### src/rtl/md_pkg.sv
// Shared types and constants for the multiply/divide scheduler.
package md_pkg;

  localparam int unsigned XLEN      = 32;
  localparam int unsigned DIV_ITERS = 32;
  localparam int unsigned CNT_W     = 5;

  localparam logic [XLEN-1:0] DIV0_LO = 32'hFFFF_FFFF;

  typedef enum logic [1:0] {
    S_IDLE = 2'd0,
    S_MUL  = 2'd1,
    S_DIV  = 2'd2,
    S_DONE = 2'd3
  } md_state_e;

endpackage

### src/rtl/md_if.sv
// Decode-side request / HI-LO result bundle of the multiply/divide scheduler.
interface md_if;

  logic                             mult_en;
  logic                             div_en;
  logic                             is_signed;
  logic [md_pkg::XLEN-1:0]          src1;
  logic [md_pkg::XLEN-1:0]          src2;
  logic                             flush;
  logic                             hilo_rd;
  logic                             hilo_wr;
  logic                             md_stall;
  logic                             md_busy;
  logic                             md_complete;
  logic [2*md_pkg::XLEN-1:0]        md_result;

  modport master (
    output mult_en, div_en, is_signed, src1, src2, flush, hilo_rd, hilo_wr,
    input  md_stall, md_busy, md_complete, md_result
  );

  modport slave (
    input  mult_en, div_en, is_signed, src1, src2, flush, hilo_rd, hilo_wr,
    output md_stall, md_busy, md_complete, md_result
  );

endinterface

### src/rtl/md_div_iter.sv
// Unsigned radix-2 restoring divider datapath; one shift-subtract per step.
// Outputs are the post-step values so the final step can be captured directly.
module md_div_iter
  import md_pkg::*;
(
  input  logic            clk,
  input  logic            reset,
  input  logic            i_load,
  input  logic            i_step,
  input  logic [XLEN-1:0] i_dividend,
  input  logic [XLEN-1:0] i_divisor,
  output logic [XLEN-1:0] o_rem_nxt,
  output logic [XLEN-1:0] o_quo_nxt
);

  logic [XLEN-1:0] r_rem;
  logic [XLEN-1:0] r_quo;
  logic [XLEN-1:0] r_dvs;
  logic [XLEN:0]   w_shift;
  logic [XLEN:0]   w_diff;
  logic            w_ge;

  // Quotient register doubles as the dividend shift-out register.
  always_comb begin
    w_shift   = {r_rem, r_quo[XLEN-1]};
    w_diff    = w_shift - {1'b0, r_dvs};
    w_ge      = ~w_diff[XLEN];
    o_rem_nxt = w_ge ? w_diff[XLEN-1:0] : w_shift[XLEN-1:0];
    o_quo_nxt = {r_quo[XLEN-2:0], w_ge};
  end

  always_ff @(posedge clk) begin
    if (reset) begin
      r_rem <= '0;
      r_quo <= '0;
      r_dvs <= '0;
    end else if (i_load) begin
      r_rem <= '0;
      r_quo <= i_dividend;
      r_dvs <= i_divisor;
    end else if (i_step) begin
      r_rem <= o_rem_nxt;
      r_quo <= o_quo_nxt;
    end
  end

endmodule

### src/rtl/md_scheduler.sv
// Multicycle MULT/MULTU/DIV/DIVU controller feeding HI/LO, with decode stall.
module md_scheduler
  import md_pkg::*;
#(
  parameter int unsigned MUL_LAT = 2
) (
  input logic  clk,
  input logic  reset,
  md_if.slave  bus
);

  md_state_e         r_state, w_state_nxt;
  logic [CNT_W-1:0]  r_cnt, w_cnt_nxt;
  logic [XLEN-1:0]   r_src1, r_src2;
  logic              r_signed, r_qneg, r_rneg, r_dbz;
  logic [2*XLEN-1:0] r_result, w_result_nxt;
  logic              w_accept, w_load, w_step;
  logic [XLEN-1:0]   w_abs1, w_abs2;
  logic [XLEN-1:0]   w_rem_raw, w_quo_raw, w_rem_fix, w_quo_fix;
  logic [2*XLEN-1:0] w_ext1, w_ext2, w_prod;

  assign w_accept = (r_state == S_IDLE) & (bus.mult_en | bus.div_en) & ~bus.flush;
  assign w_abs1   = (bus.is_signed & bus.src1[XLEN-1]) ? (~bus.src1 + XLEN'(1)) : bus.src1;
  assign w_abs2   = (bus.is_signed & bus.src2[XLEN-1]) ? (~bus.src2 + XLEN'(1)) : bus.src2;

  always_ff @(posedge clk) begin
    if (reset) begin
      r_src1   <= '0;
      r_src2   <= '0;
      r_signed <= 1'b0;
      r_qneg   <= 1'b0;
      r_rneg   <= 1'b0;
      r_dbz    <= 1'b0;
    end else if (w_accept) begin
      r_src1   <= bus.src1;
      r_src2   <= bus.src2;
      r_signed <= bus.is_signed;
      r_qneg   <= bus.is_signed & (bus.src1[XLEN-1] ^ bus.src2[XLEN-1]);
      r_rneg   <= bus.is_signed & bus.src1[XLEN-1];
      r_dbz    <= (bus.src2 == '0);
    end
  end

  // Full 64-bit product; sign extension makes the truncated product correct for MULT.
  assign w_ext1 = {{XLEN{r_signed & r_src1[XLEN-1]}}, r_src1};
  assign w_ext2 = {{XLEN{r_signed & r_src2[XLEN-1]}}, r_src2};
  assign w_prod = w_ext1 * w_ext2;

  md_div_iter u_div (
    .clk        (clk),
    .reset      (reset),
    .i_load     (w_load),
    .i_step     (w_step),
    .i_dividend (w_abs1),
    .i_divisor  (w_abs2),
    .o_rem_nxt  (w_rem_raw),
    .o_quo_nxt  (w_quo_raw)
  );

  assign w_quo_fix = r_qneg ? (~w_quo_raw + XLEN'(1)) : w_quo_raw;
  assign w_rem_fix = r_rneg ? (~w_rem_raw + XLEN'(1)) : w_rem_raw;

  always_comb begin
    w_state_nxt  = r_state;
    w_cnt_nxt    = r_cnt;
    w_result_nxt = r_result;
    w_load       = 1'b0;
    w_step       = 1'b0;
    case (r_state)
      S_IDLE: begin
        if (w_accept) begin
          if (bus.div_en) begin
            w_state_nxt = S_DIV;
            w_cnt_nxt   = CNT_W'(DIV_ITERS - 1);
            w_load      = 1'b1;
          end else begin
            w_state_nxt = S_MUL;
            w_cnt_nxt   = CNT_W'(MUL_LAT - 1);
          end
        end
      end
      S_MUL: begin
        if (r_cnt == '0) begin
          w_result_nxt = w_prod;
          w_state_nxt  = S_DONE;
        end else begin
          w_cnt_nxt = r_cnt - CNT_W'(1);
        end
      end
      S_DIV: begin
        w_step = 1'b1;
        if (r_cnt == '0) begin
          w_result_nxt = r_dbz ? {r_src1, DIV0_LO} : {w_rem_fix, w_quo_fix};
          w_state_nxt  = S_DONE;
        end else begin
          w_cnt_nxt = r_cnt - CNT_W'(1);
        end
      end
      S_DONE:  w_state_nxt = S_IDLE;
      default: w_state_nxt = S_IDLE;
    endcase
  end

  always_ff @(posedge clk) begin
    if (reset) begin
      r_state  <= S_IDLE;
      r_cnt    <= '0;
      r_result <= '0;
    end else begin
      r_state  <= w_state_nxt;
      r_cnt    <= w_cnt_nxt;
      r_result <= w_result_nxt;
    end
  end

  assign bus.md_busy     = (r_state != S_IDLE);
  assign bus.md_complete = (r_state == S_DONE);
  assign bus.md_result   = r_result;
  assign bus.md_stall    = bus.md_busy &
                           (bus.mult_en | bus.div_en | bus.hilo_rd | bus.hilo_wr);

  // Decode must never issue MULT and DIV in the same cycle.
  a_one_req: assert property (@(posedge clk) disable iff (reset)
                              !(bus.mult_en && bus.div_en));

endmodule

### src/flat_wrapper.sv
// flat-port wrapper written by rule: the top's interface ports become plain ports
module md_scheduler_flat import md_pkg::*;
#(
  parameter int unsigned MUL_LAT = 2
)
  (clk, reset, bus_mult_en, bus_div_en, bus_is_signed, bus_src1, bus_src2, bus_flush, bus_hilo_rd, bus_hilo_wr, bus_md_stall, bus_md_busy, bus_md_complete, bus_md_result);
  md_if bus_i ();
  input logic clk;
  input logic reset;
  input wire logic [$bits(bus_i.mult_en)-1:0] bus_mult_en;
  input wire logic [$bits(bus_i.div_en)-1:0] bus_div_en;
  input wire logic [$bits(bus_i.is_signed)-1:0] bus_is_signed;
  input wire logic [$bits(bus_i.src1)-1:0] bus_src1;
  input wire logic [$bits(bus_i.src2)-1:0] bus_src2;
  input wire logic [$bits(bus_i.flush)-1:0] bus_flush;
  input wire logic [$bits(bus_i.hilo_rd)-1:0] bus_hilo_rd;
  input wire logic [$bits(bus_i.hilo_wr)-1:0] bus_hilo_wr;
  output wire logic [$bits(bus_i.md_stall)-1:0] bus_md_stall;
  output wire logic [$bits(bus_i.md_busy)-1:0] bus_md_busy;
  output wire logic [$bits(bus_i.md_complete)-1:0] bus_md_complete;
  output wire logic [$bits(bus_i.md_result)-1:0] bus_md_result;
  assign bus_i.mult_en = bus_mult_en;
  assign bus_i.div_en = bus_div_en;
  assign bus_i.is_signed = bus_is_signed;
  assign bus_i.src1 = bus_src1;
  assign bus_i.src2 = bus_src2;
  assign bus_i.flush = bus_flush;
  assign bus_i.hilo_rd = bus_hilo_rd;
  assign bus_i.hilo_wr = bus_hilo_wr;
  assign bus_md_stall = bus_i.md_stall;
  assign bus_md_busy = bus_i.md_busy;
  assign bus_md_complete = bus_i.md_complete;
  assign bus_md_result = bus_i.md_result;
  md_scheduler #(.MUL_LAT(MUL_LAT)) u_core (.clk(clk), .reset(reset), .bus(bus_i));
endmodule
### config.mk
export PLATFORM = sky130hd
export DESIGN_NAME = md_scheduler_flat
export DESIGN_NICKNAME = d
export VERILOG_FILES = /design/src/rtl/md_pkg.sv /design/src/rtl/md_if.sv /design/src/rtl/md_div_iter.sv /design/src/rtl/md_scheduler.sv /design/src/flat_wrapper.sv
export SDC_FILE = /design/constraint.sdc
export NUM_CORES = 2
export LEC_CHECK = 0
export CAP_MARGIN = 20
export CORE_MARGIN = 2
export CORE_UTILIZATION = 52
export CTS_BUF_LIST = sky130_fd_sc_hd__clkbuf_8 sky130_fd_sc_hd__clkbuf_16
export CTS_CLUSTER_DIAMETER = 30
export CTS_CLUSTER_SIZE = 40
export DETAILED_ROUTE_END_ITERATION = 6
export GPL_ROUTABILITY_DRIVEN = 0
export MAX_ROUTING_LAYER = met4
export PLACE_DENSITY = 0.69
export SYNTH_ARGS = -nofsm -noshare
export SYNTH_HDL_FRONTEND = slang
export SYNTH_SLANG_ARGS = --single-unit
export TNS_END_PERCENT = 50
### constraint.sdc
create_clock -name clk -period 9.2 [get_ports clk]
set_input_delay 1.84 -clock clk [delete_from_list [all_inputs] [get_ports clk]]
set_output_delay 1.84 -clock clk [all_outputs]
set_load 0.1 [all_outputs]
==> metrics <==
CP endpoint kind=flip-flop; Via Count=around 43,000; most common cell in the netlist=inv_1; std cell rows=116; largest net degree at the start of global routing=73; Max VDD drop=0.0002421 V; largest family of logic cells by synthesized area=adder cells; min Tclk post-route=about 8.8 ns; grt total ovfl=0; final hold vios=0; Post-Syn Instances=6,108; Worst Slack Setup Final=about 0.37 ns; number of global-route vias before repair=around 44,000; R2R depth=25; max_cap viols=0; CP peak stage delay=just over 0.9 ns; share of cells above drive strength 1=under 10%; hold depth=2; initial core utilization=between 50% and 60%; final core occ=~58%; fin crit share=roughly 96%; Die Span Y=between 300 and 400 um; ys async rst share=0%; clock sink count=about 240; Total GRT Usage=31.92%; Primary FF master, synth=dfxtp_1; CP max FO=21; IO Pins=between 100 and 150; Setup CP Type=reg2reg; Int Pwr=roughly 5900 uW; Startpoint Class=flip-flop; number of H-tree levels=3; DIE WIDTH=~320 um; metal2 WL=~74,000 um; global-route wire length before repair=247,500 um; post-synth top area share=roughly 43%; M1 wire length=about 59,000 um; R2R Setup Slk=approximately 0.37 ns; Final #Nets=around 7,500; DP HPWL=between 100,000 and 150,000 um; DRC viols=0; FILL cells=roughly 8,900; Clk pwr share=roughly a fifth; TritonRoute pass-1 iters=7; worst r2r dst=u_core.bus.md_result[60]; post-synthesis simple-gate area fraction=between 15 and 20%; Die ar.=between 100,000 and 150,000 um^2; Slew HR=18.00%; synthesized area=52,480 um^2; multiplexer share of the synthesized area=under 10%; Worst Path Required=9.69 ns; dpl ws=around 0.36 ns; Slowest-stage cell, CP=dfxtp_1; Final Slew Violations=0; f_max=0.1132 GHz; number of synthesized register bits=between 200 and 250; CTS root buf=clkbuf_16; CP Buf/Inv Count=4; final antenna-violating net count=0; sw power=6852 uW; Wirelength per Cell=20.96 um; min-delay src=u_core.bus.md_result[2]; DR vias/cell=approximately 5.7; Compound-Gate Fraction of Synth Area=a little under a tenth; Leakage=approximately 0.027 uW; outcome=finished, final reports clean; Synth cell types=87; initial DRC count=approximately 3,500; highest routed layer=met4; Adder-Cell Fraction of Synth Area=49.03%; Syn Nets=approximately 7,600; R2R Path Start=u_core.r_src1[11]; area of the multi-input gates=41,890 um^2; HP Class=reg2reg; crit-path leading delay family=adder cells; pwr/cell area=~220 nW/um^2; total area of sequential cells=roughly 4700 um^2; slew at the pin closest to its max-slew limit=about 1.2 ns; IO Port Bufs=138; core outline area=around 100,000 um^2; worst hold endpoint=u_core.bus.md_result[2]; synth warn=0; CTS buffer count=between 60 and 70; synthesized area per cell=~8.6 um^2; Post-synth EDFFs=0; Gate power share=between 60% and 70%; Clk pin slew, worst setup/hold paths=about 0.040 ns; initial antenna violation count=2; metal3 WL=approximately 11,000 um; Fin Clk Skew=roughly 0.027 ns; Synth Area in XOR/XNOR=around 3.4%; WL final=approximately 160,000 um; # diodes=0; Synth-to-Final Area Change=10.17%; clock latency on the worst-skew pair=roughly 0.62 ns; Seq pwr share=between 10% and 20%; Switching Fraction=53.75%; synth top area cells=fa_1 (43%), dfxtp_1 (9.0%), inv_1 (8.6%); Post-synth top cells=inv_1 (1,196), fa_1 (1,126), nand2_1 (989), and2_1 (357), clkbuf_1 (350); # setup viols final=0; clk buf depth=3; Synth area leader=fa_1; CTS tree=done; CP arrival=9.32 ns; cell mode on critical path=fa_1; Seq/Total Area, Yosys=around 9%
power by group through the flow:
stage / sequential, uW / combinational, uW / clock [uW]
after floorplan: 2080 / 5520 / 0
after global placement: 1700 / 8270 / 0
after detailed placement: 1710 / 8370 / 0
after CTS: 1700 / 8420 / 2470
after global routing: 1740 / 9300 / 2520
final: 1720 / 8560 / 2460
tightest hold or removal path, stage by stage (launching register included):
cell     delay, ns
dfxtp_1       0.30
nand2_1       0.05
a21oi_1       0.05
cells in the final DEF, fill, tap and decap left out, types with 50 or more instances in the layout:
master,instances
clkbuf_16,68
inv_1,1204
xor2_1,63
o21ai_0,109
a211oi_1,101
mux2i_1,62
a21o_1,50
xnor2_1,138
fa_1,1126
clkdlybuf4s50_1,137
nand2_1,988
and2_1,355
ha_1,254
dfxtp_1,231
nor2_1,248
buf_4,143
a21oi_1,251
area by class of cell:
class	count	area share, %
multi-input combinational	4298	72.44
sequential	235	8.145
inverter	1197	7.777
timing repair buffer	295	4.733
clock buffer	78	3.162
tap	1298	2.809
clock inverter	40	0.9305
logic make-up (layout without fill, tap and decap cells):
family	count (synthesis)	count (layout)
AOI/OAI and AO/OA	766	766
xor gates and xnor gates	201	201
adders and majority gates	1381	1381
buffers and inverters	1575	1610
DFF	235	235
muxes	64	64
and+or+nand+nor	1886	1886
metrics by stage:
stage	power, uW	setup TNS, ns	cell area (um^2)	hold slack [ns]	instances
floorplan	7598	0	52480	0.4400	6108
global placement	9978	0	55310	0.4305	7313
detailed placement	10090	0	55310	0.4399	7313
CTS	12590	0	57670	0.4505	7431
global route	13560	-0.002774	57820	0.4691	7441
finish	12750	0	57820	0.4475	7441
how the worst max path moves through the flow:
stage                      start                        to  cells past startpoint
4_1_cts        u_core.r_src1[20]  u_core.bus.md_result[61]                     26
2_1_floorplan  u_core.r_src1[31]  u_core.bus.md_result[61]                     32
3_5_place_dp   u_core.r_src1[20]  u_core.bus.md_result[61]                     26
6_report       u_core.r_src1[11]  u_core.bus.md_result[60]                     25
5_1_grt          u_core.r_signed  u_core.bus.md_result[60]                     26
3_3_place_gp   u_core.r_src1[20]  u_core.bus.md_result[61]                     26
per-layer routing:
layer  global-route usage, %  vias to the layer above
met5                       -                        -
met2                   50.32                     1856
met1                   38.68                    21613
li1                        -                    18660
met4                   21.23                        0
met3                   4.030                      495
flip-flops by register name, summed over array words and instances (netlist names):
| signal | flops |
|---|---|
| u_core.bus.md_result | 64 |
| u_core.r_src1 | 32 |
| u_core.r_src2 | 32 |
| u_core.u_div.r_dvs | 32 |
| u_core.u_div.r_quo | 32 |
| u_core.u_div.r_rem | 32 |
| u_core.r_cnt | 5 |
| u_core.r_state | 2 |
| u_core.r_dbz | 1 |
| u_core.r_qneg | 1 |
| u_core.r_rneg | 1 |
| u_core.r_signed | 1 |
timing repair:
action	CTS	global route
setup buffers	0	6
endpoints found under the hold margin	0	0
hold buffers	0	0
gates resized for setup	0	8
setup endpoints to repair	0	5
Power figures use the tool's default switching activity.
